<file path="src/rtl/add_seq_pkg.sv">
// Shared types and sizing helpers for the chunked wide-adder sequencer.
package add_seq_pkg;

    typedef enum logic [1:0] {
        IDLE = 2'd0,
        RUN  = 2'd1,
        DONE = 2'd2
    } add_seq_state_t;

    // Number of adder-slice passes needed to cover the full operand width.
    function automatic int calc_nchunk(input int width, input int chunk);
        return (width + chunk - 1) / chunk;
    endfunction

    // Number of meaningful bits in the final (possibly partial) slice.
    function automatic int calc_last_w(input int width, input int chunk);
        return width - (calc_nchunk(width, chunk) - 1) * chunk;
    endfunction

endpackage

</file>
<file path="src/rtl/add_seq_ctrl_add_chunk.sv">
// Combinational W-bit adder slice with carry in and carry out.
module add_chunk #(
    parameter int W = 16
) (
    input  logic [W-1:0] a,
    input  logic [W-1:0] b,
    input  logic         cin,
    output logic [W-1:0] sum,
    output logic         cout
);

    // Plain ripple add; synthesis picks the adder architecture.
    always_comb begin
        {cout, sum} = {1'b0, a} + {1'b0, b} + {{W{1'b0}}, cin};
    end

endmodule

</file>
<file path="src/rtl/add_seq_ctrl.sv">
// Multi-cycle wide adder: latches one operand pair, adds it one slice per
// clock through a single add_chunk instance, then holds the result until the
// consumer takes it. Optional signed-overflow output enabled by the macro
// ADD_SEQ_OVF_EN.
module add_seq_ctrl
    import add_seq_pkg::*;
#(
    parameter int WIDTH = 65,
    parameter int CHUNK = 16
) (
    input  logic             clk,
    input  logic             rst_n,
    input  logic             in_valid,
    output logic             in_ready,
    input  logic [WIDTH-1:0] a,
    input  logic [WIDTH-1:0] b,
    input  logic             cin,
    output logic             out_valid,
    input  logic             out_ready,
    output logic [WIDTH-1:0] sum,
    output logic             cout,
    output logic             busy
`ifdef ADD_SEQ_OVF_EN
    ,
    output logic             ovf
`endif
);

    // A slice wider than the operand collapses to a single full-width pass.
    localparam int CW       = (CHUNK < WIDTH) ? CHUNK : WIDTH;
    localparam int NCHUNK   = calc_nchunk(WIDTH, CW);
    localparam int LAST_W   = calc_last_w(WIDTH, CW);
    localparam int IDX_W    = (NCHUNK > 1) ? $clog2(NCHUNK) : 1;
    localparam logic [IDX_W-1:0] IDX_LAST = IDX_W'(NCHUNK - 1);

    add_seq_state_t   state_q, state_d;
    logic [WIDTH-1:0] a_q, a_d;
    logic [WIDTH-1:0] b_q, b_d;
    logic [WIDTH-1:0] sum_q, sum_d;
    logic [IDX_W-1:0] idx_q, idx_d;
    logic             carry_q, carry_d;
    logic             cout_q, cout_d;
    logic             in_ready_q, in_ready_d;
    logic             out_valid_q, out_valid_d;
    logic             busy_q, busy_d;
`ifdef ADD_SEQ_OVF_EN
    logic             ovf_q, ovf_d;
    logic             msb_cin;
`endif

    logic [CW-1:0]    slice_a, slice_b, slice_sum;
    logic             slice_cout;
    logic             msb_cout;

    // Select the operand slice for the current index; bits past WIDTH read as zero.
    always_comb begin
        // NOTE: every always_comb output gets a default first so no path leaves it unassigned (no latch).
        slice_a = '0;
        slice_b = '0;
        for (int j = 0; j < CW; j++) begin
            if (int'(idx_q) * CW + j < WIDTH) begin
                slice_a[j] = a_q[int'(idx_q) * CW + j];
                slice_b[j] = b_q[int'(idx_q) * CW + j];
            end
        end
    end

    add_chunk #(.W(CW)) u_add_chunk (
        .a    (slice_a),
        .b    (slice_b),
        .cin  (carry_q),
        .sum  (slice_sum),
        .cout (slice_cout)
    );

    // With a partial last slice the zero-fed upper bits make the first padded
    // sum bit equal to the carry out of bit WIDTH-1.
    if (LAST_W < CW) begin : g_partial_last
        assign msb_cout = slice_sum[LAST_W];
    end else begin : g_full_last
        assign msb_cout = slice_cout;
    end

`ifdef ADD_SEQ_OVF_EN
    // Carry into the MSB recovered from the MSB sum bit and its operand bits.
    assign msb_cin = a_q[WIDTH-1] ^ b_q[WIDTH-1] ^ slice_sum[LAST_W-1];
`endif

    // Next-state and datapath update for the IDLE/RUN/DONE sequencer.
    always_comb begin
        state_d     = state_q;
        a_d         = a_q;
        b_d         = b_q;
        sum_d       = sum_q;
        idx_d       = idx_q;
        carry_d     = carry_q;
        cout_d      = cout_q;
        in_ready_d  = in_ready_q;
        out_valid_d = out_valid_q;
        busy_d      = busy_q;
`ifdef ADD_SEQ_OVF_EN
        ovf_d       = ovf_q;
`endif
        unique case (state_q)
            IDLE: begin
                if (in_valid) begin
                    a_d        = a;
                    b_d        = b;
                    carry_d    = cin;
                    idx_d      = '0;
                    in_ready_d = 1'b0;
                    busy_d     = 1'b1;
                    state_d    = RUN;
                end
            end
            RUN: begin
                for (int i = 0; i < WIDTH; i++) begin
                    if (i / CW == int'(idx_q)) begin
                        sum_d[i] = slice_sum[i % CW];
                    end
                end
                carry_d = slice_cout;
                idx_d   = idx_q + IDX_W'(1);
                if (idx_q == IDX_LAST) begin
                    cout_d      = msb_cout;
`ifdef ADD_SEQ_OVF_EN
                    ovf_d       = msb_cin ^ msb_cout;
`endif
                    out_valid_d = 1'b1;
                    state_d     = DONE;
                end
            end
            DONE: begin
                if (out_ready) begin
                    out_valid_d = 1'b0;
                    in_ready_d  = 1'b1;
                    busy_d      = 1'b0;
                    state_d     = IDLE;
                end
            end
            default: begin
                state_d = IDLE;
            end
        endcase
    end

    // State and output registers with synchronous active-low reset.
    always_ff @(posedge clk) begin
        // NOTE: sequential state uses non-blocking assignments so every flop samples pre-edge values.
        if (!rst_n) begin
            state_q     <= IDLE;
            a_q         <= '0;
            b_q         <= '0;
            sum_q       <= '0;
            idx_q       <= '0;
            carry_q     <= 1'b0;
            cout_q      <= 1'b0;
            in_ready_q  <= 1'b1;
            out_valid_q <= 1'b0;
            busy_q      <= 1'b0;
`ifdef ADD_SEQ_OVF_EN
            ovf_q       <= 1'b0;
`endif
        end else begin
            state_q     <= state_d;
            a_q         <= a_d;
            b_q         <= b_d;
            sum_q       <= sum_d;
            idx_q       <= idx_d;
            carry_q     <= carry_d;
            cout_q      <= cout_d;
            in_ready_q  <= in_ready_d;
            out_valid_q <= out_valid_d;
            busy_q      <= busy_d;
`ifdef ADD_SEQ_OVF_EN
            ovf_q       <= ovf_d;
`endif
        end
    end

    assign in_ready  = in_ready_q;
    assign out_valid = out_valid_q;
    assign sum       = sum_q;
    assign cout      = cout_q;
    assign busy      = busy_q;
`ifdef ADD_SEQ_OVF_EN
    assign ovf       = ovf_q;
`endif

endmodule

</file>
<file path="config.mk">
export PLATFORM = sky130hd
export DESIGN_NAME = add_seq_ctrl
export DESIGN_NICKNAME = d
export VERILOG_FILES = /design/src/rtl/add_seq_pkg.sv /design/src/rtl/add_seq_ctrl_add_chunk.sv /design/src/rtl/add_seq_ctrl.sv
export SDC_FILE = /design/constraint.sdc
export NUM_CORES = 1
export LEC_CHECK = 0
export ABC_AREA = 1
export CAP_MARGIN = 40
export CORE_MARGIN = 5
export CORE_UTILIZATION = 45
export DETAILED_ROUTE_END_ITERATION = 7
export GPL_ROUTABILITY_DRIVEN = 0
export GPL_TIMING_DRIVEN = 0
export PLACE_DENSITY_LB_ADDON = 0.12
export SYNTH_ARGS = -nofsm -noshare
export SYNTH_HDL_FRONTEND = slang
export SYNTH_HIERARCHICAL = 1
export SYNTH_SLANG_ARGS = --single-unit
</file>
<file path="constraint.sdc">
create_clock -name clk -period 5.88 [get_ports clk]
set_clock_uncertainty 0.1 [all_clocks]
set_input_delay 0.588 -clock clk [delete_from_list [all_inputs] [get_ports clk]]
set_output_delay 0.588 -clock clk [all_outputs]
set_load 0.005 [all_outputs]
</file>
Word level (Yosys, flattened, before mapping)
Index checks and enable logic that the tools add are counted.
Widths: inputs -> output; s select.
{"block": "totals", "inputBits": 135, "wordCells": 232, "ff_bits": 205}
{"block": "classes", "add_sub_neg": 18, "eq_ne": 10, "n_mux": 142, "order_cmp": 32, "reduce_logical": 16}
{"operator": "$lt 32x8->1 const B", "n": 15}
{"operator": "$bmux 1 s7", "n": 30}
{"operator": "$lt 8x8->1 const B", "n": 15}
{"operator": "$mux 1", "n": 100}
{"operator": "$add 7x4->8 const B", "n": 8}
{"operator": "$add 7x3->8 const B", "n": 4}
{"operator": "$add 16x16->17", "n": 1}
{"operator": "$add 17x1->17", "n": 1}
{"operator": "$add 7x2->8 const B", "n": 2}
{"operator": "$reduce_and 2->1", "n": 8}
{"operator": "$eq 3x3->1 const A", "n": 3}
{"operator": "$reduce_and 3->1", "n": 3}
{"operator": "$add 7x1->8 const B", "n": 1}
{"operator": "$lt 7x8->1 const B", "n": 1}
{"operator": "$pmux 1 s2", "n": 4}
{"operator": "$lt 7x7->1 const B", "n": 1}
{"operator": "$bmux 1 s3", "n": 2}
{"operator": "$mux 2", "n": 3}
{"operator": "$ne 2x2->1 const B", "n": 3}
{"operator": "$pmux 2 s3", "n": 1}
{"operator": "$pmux 3 s2", "n": 1}
{"operator": "$reduce_bool 2->1", "n": 3}
{"operator": "$add 3x1->3 const B", "n": 1}
{"operator": "$eq 2x3->1 const A", "n": 1}
{"operator": "6 further kinds", "n": 6}

Logic depth before layout (Yosys ltp)
{"block": "logic_depth", "depth_word": 8, "mapped_depth": 21, "ltp_nobuf": 19}

Hierarchy
The synthesis kept the hierarchy.
{"mod": "add_seq_ctrl", "area_per_inst_um2": 8424.3, "seq_area_each_um2": 4103.9, "instances": 1, "cells_per_inst": 1209}
{"mod": "add_chunk", "area_per_inst_um2": 985.9, "seq_area_each_um2": 0.0, "instances": 1, "cells_per_inst": 184}

Worst setup path before layout
OpenSTA, ideal clock, no wires.
{"block": "synth_path", "path_type": "reg2reg", "startpoint": "register idx_q[0]", "endpoint": "register sum_q[24], in the netlist sum[24]", "required_time_ns": 5.664, "stages_incl_launch_ff": 19, "path_buffers": 3, "arrival_time_ns": 2.668, "path_slack_ns": 2.996, "period_less_slack_ns": 2.884, "setup_ns": 0.116, "cell_sequence": "dfxtp_1 clkbuf_1 inv_1 buf_2 buf_2 nand2_1 nand3_1 nand3_1 nand2_1 fa_1 fa_1 nand2_1 nand2_1 and2_4 nand2_1 nand2_1 xor2_1 o21ai_0 nor2_1"}
{"block": "synth_between", "word_cells_on_any_way": 91, "classes_between": "10 x add/sub; 9 x order compare; 1 x eq/ne; 70 x mux; 1 x reduce/logical"}
{"element": "from (decl)", "line": "add_seq_ctrl.sv:40", "rtl": "logic [IDX_W-1:0] idx_q, idx_d;"}
{"element": "from (signal assigned)", "line": "add_seq_ctrl.sv:169", "rtl": "idx_q <= idx_d;"}
{"element": "branches (longest 2 deep; another with $lt 7x7->1)"}
{"element": "$mux 1 (*)", "line": "add_seq_ctrl.sv:61", "rtl": "if (int'(idx_q) * CW + j < WIDTH) begin"}
{"element": "net slice_b[0]", "line": "add_seq_ctrl.sv:51", "rtl": "logic [CW-1:0] slice_a, slice_b, slice_sum;"}
{"element": "$add 16x16->17 (*)", "line": "add_seq_ctrl_add_chunk.sv:14", "rtl": "{cout, sum} = {1'b0, a} + {1'b0, b} + {{W{1'b0}}, cin};"}
{"element": "$add 17x1->17 (*)", "line": "add_seq_ctrl_add_chunk.sv:14"}
{"element": "net slice_sum[8]", "line": "add_seq_ctrl.sv:51"}
{"element": "to (signal assigned)", "line": "add_seq_ctrl.sv:168", "rtl": "sum_q <= sum_d;"}
{"element": "to (decl)", "line": "add_seq_ctrl.sv:39", "rtl": "logic [WIDTH-1:0] sum_q, sum_d;"}
Mark *: on every way through the listed nets, which the timed path passes. The select of a mux whose other input is x is not followed.
A chain may end at the register's enable or synchronous reset.

Worst setup path after layout
{"block": "layout_path", "startpoint": "register idx_q[0]", "endpoint": "register sum_q[40], in the netlist sum[40]"}
Same word-level chain as after synthesis.

==> flow_metrics.tcl <==
set metrics [dict create \
    synth_area_um2 9410 \
    drc 0 \
    path_common_cell "nand2_1" \
    syn-num-nets 1550 \
    synthFlopType "dfxtp_1" \
    setup_viol 0 \
    clkTransAtPathRegs_ns 0.06 \
    fin_setup_tns_ns 0 \
    setup_slack_ns 2.16 \
    fin_hold_ws_ns 0.368 \
    syn_area_per_cell_um2 6.76 \
    yosysSeqAreaShare_pct 43.6 \
    ir_drop_mv 0.198 \
    path_cells "clkbuf_1, inv_1, buf_2, buf_2, nand2_1, nand3_1, nand3_1, nand2_1, fa_1, fa_1, nand2_1, nand2_1, and2_4, nand2_1, nand2_1, xor2_1, o21ai_0, nor2_1" \
    postCtsSetupRepairBufs 0 \
    cts.sinks 205 \
    relSlewSlack_pct 63.2 \
    synth_cells 1393 \
    grt_max_degree 14 \
    worstPathArrival_ns 4.06 \
    rsz0062_at_grt "no" \
    hold_viol 0 \
    max_stage_delay_ns 0.44 \
    endpoint "sum[40]" \
    setup.worst_path.class "register to register" \
    yosys_warnings 6 \
    place_ws_ns 2.23 \
    grt_pass1_wl_mm 45.4 \
    gr-total-overflow 0 \
    cts_tree "done" \
    required_ns 6.21 \
    min-delay-start "out_valid" \
    cts_root_buffer "clkbuf_16" \
    status "finished, final reports clean" \
    timing.fmax_mhz 268 \
    finalPower_w 0.00358 \
    antenna_cells 0 \
    hold_buffers 0 \
    finalNetCount 1775 \
    area_delta_synth_final_pct 32.1 \
    cp-start-kind "register" \
    grt_usage_pct 23.7 \
    yosysMostFrequentCell "nor2_1" \
    yosys.cell_types.count 33 \
    crit_fanout 10 \
    worst_pin_slew_ns 0.552 \
    dieWidth_um 155 \
    synthTopCellsByCount "nor2_1, o21ai_0, nand2_1" \
    drv_cap 0 \
    drtAntennaViolNets 0 \
    first_global_vias 8754 \
    synth_largest_area_cell "dfxtp_1" \
    synth-seq-cells 205 \
    yosysTopAreaCellShare_pct 43.6 \
    start_util_pct 45.2 \
    drive_above_1_share_pct 6.63 \
    multi_input_area_um2 4650 \
    hpwlAfterDp_mm 23.2 \
    io_pins 204 \
    power_per_cell_area_nw_per_um2 288 \
    final.min_clock_period_ns 3.72 \
    crit_path_end_kind "register" \
    placeableCoreArea_um2 20800 \
    via_count 9466 \
    ctsResizeCount 0 \
    fp.dieH_um 155 \
    nFillCells 2043 \
    cts_max_path_buffers 3 \
    htreeDepth 1 \
    viasPerCell 4.97 \
    crit_path_top_delay_cell "fa_1" \
    worstSkewPairLatency_ns 0.51 \
    synthTopCellsByArea "dfxtp_1, nor2_1, o21ai_0" \
    cts_buffers 21 \
    r2r_cells 18 \
    firstDrtPassIters 5 \
    p_leak_nw 5.38 \
    antenna_found_initial 1 \
    rr_startpoint "idx_q[0]" \
    rows 53 \
    portBuffers 202 \
    startpoint "idx_q[0]" \
    drt_iter0_markers 634 \
    min_period_over_period_pct 63.3 \
    reg2reg_to "sum[40]" \
    hold_class "register to register" \
    regArea_um2 4100 \
    slew_viol_final 0 \
    ys_async_sr_fraction_pct 0 \
    routedWlPerCell_um 15.4 \
    r2r_slack_ns 2.16 \
    die_area_um2 23900 \
    wl_mm 29.4 \
    synth_edf_count 0 \
]
==> per-layer routing <==
layer | vias to the layer above | wire, um | global-route usage (%)
met3 | 66 | 1960 | 3.78
met5 | - | 0 | 0
met4 | 0 | 1200 | 8.87
li1 | 4848 | - | -
met2 | 319 | 13500 | 39.8
met1 | 4233 | 12700 | 30.8
==> worst min path at each step <==
| stage | end | depth (start not counted) |
|---|---|---|
| floorplan | b_q[49] | 2 |
| global placement | out_valid | 2 |
| detailed placement | out_valid | 2 |
| CTS | out_valid | 2 |
| global route | out_valid | 2 |
| finish | out_valid | 2 |
==> sequential cells by signal, indices dropped and copies added, names as in the netlist <==
name,flops
a_q,65
b_q,65
sum,65
idx_q,3
state_q,2
busy,1
carry_q,1
cout,1
in_ready,1
out_valid,1
==> layout by cell type, fill, tap and decap left out, types with 20 or more instances in the layout <==
master	netlist	routed
buf_2	23	23
clkbuf_16	0	21
dfxtp_1	205	205
o21ai_0	226	226
clkdlybuf4s50_1	0	202
a21oi_1	43	43
nand2_1	225	225
ha_1	20	20
nor2_1	468	468
clkbuf_1	39	44
inv_1	52	52
==> final cells by class <==
class                   instances  share of cell area [%]
well taps                     275                    2.77
flip-flops and latches        205                    33.0
clock buffers                  30                    4.82
clock inverters                 5                   0.463
plain buffers                  83                    3.38
repair buffers                202                    16.3
multi-input cells            1042                    37.4
inverters                      63                    1.93
==> logic make-up after synthesis <==
| family | synth area share [%] |
|---|---|
| simple gates | 31.1 |
| flops | 43.6 |
| fa+ha+maj | 3.08 |
| xor+xnor | 0.652 |
| compound gates | 14.5 |
| buf+inv | 7.02 |
==> critical path, delay by kind of cell, from the launching register on <==
kind            cells  cell delay (ns)
flops               1             0.35
buf+inv             4             0.85
fa+ha+maj           2             0.87
xor+xnor            1             0.39
compound gates      1             0.17
simple gates       10             0.89
==> metrics by stage <==
stage	utilization (%)	cell area, um^2	cells
6_report	59.7	12400	1905
5_1_grt	59.7	12400	1905
4_1_cts	59.7	12400	1905
3_5_place_dp	56.6	11800	1870
3_3_place_gp	56.6	11800	1870
2_1_floorplan	-	9410	1393
==> power breakdown <==
part           leakage, nW  total, W  switching [W]  internal [W]
sequential            1.69   0.00155      0.0000558       0.00149
clock                0.324   0.00129       0.000536      0.000751
combinational         3.36  0.000743       0.000442      0.000301
No activity file was read; power rests on OpenSTA's default activity.
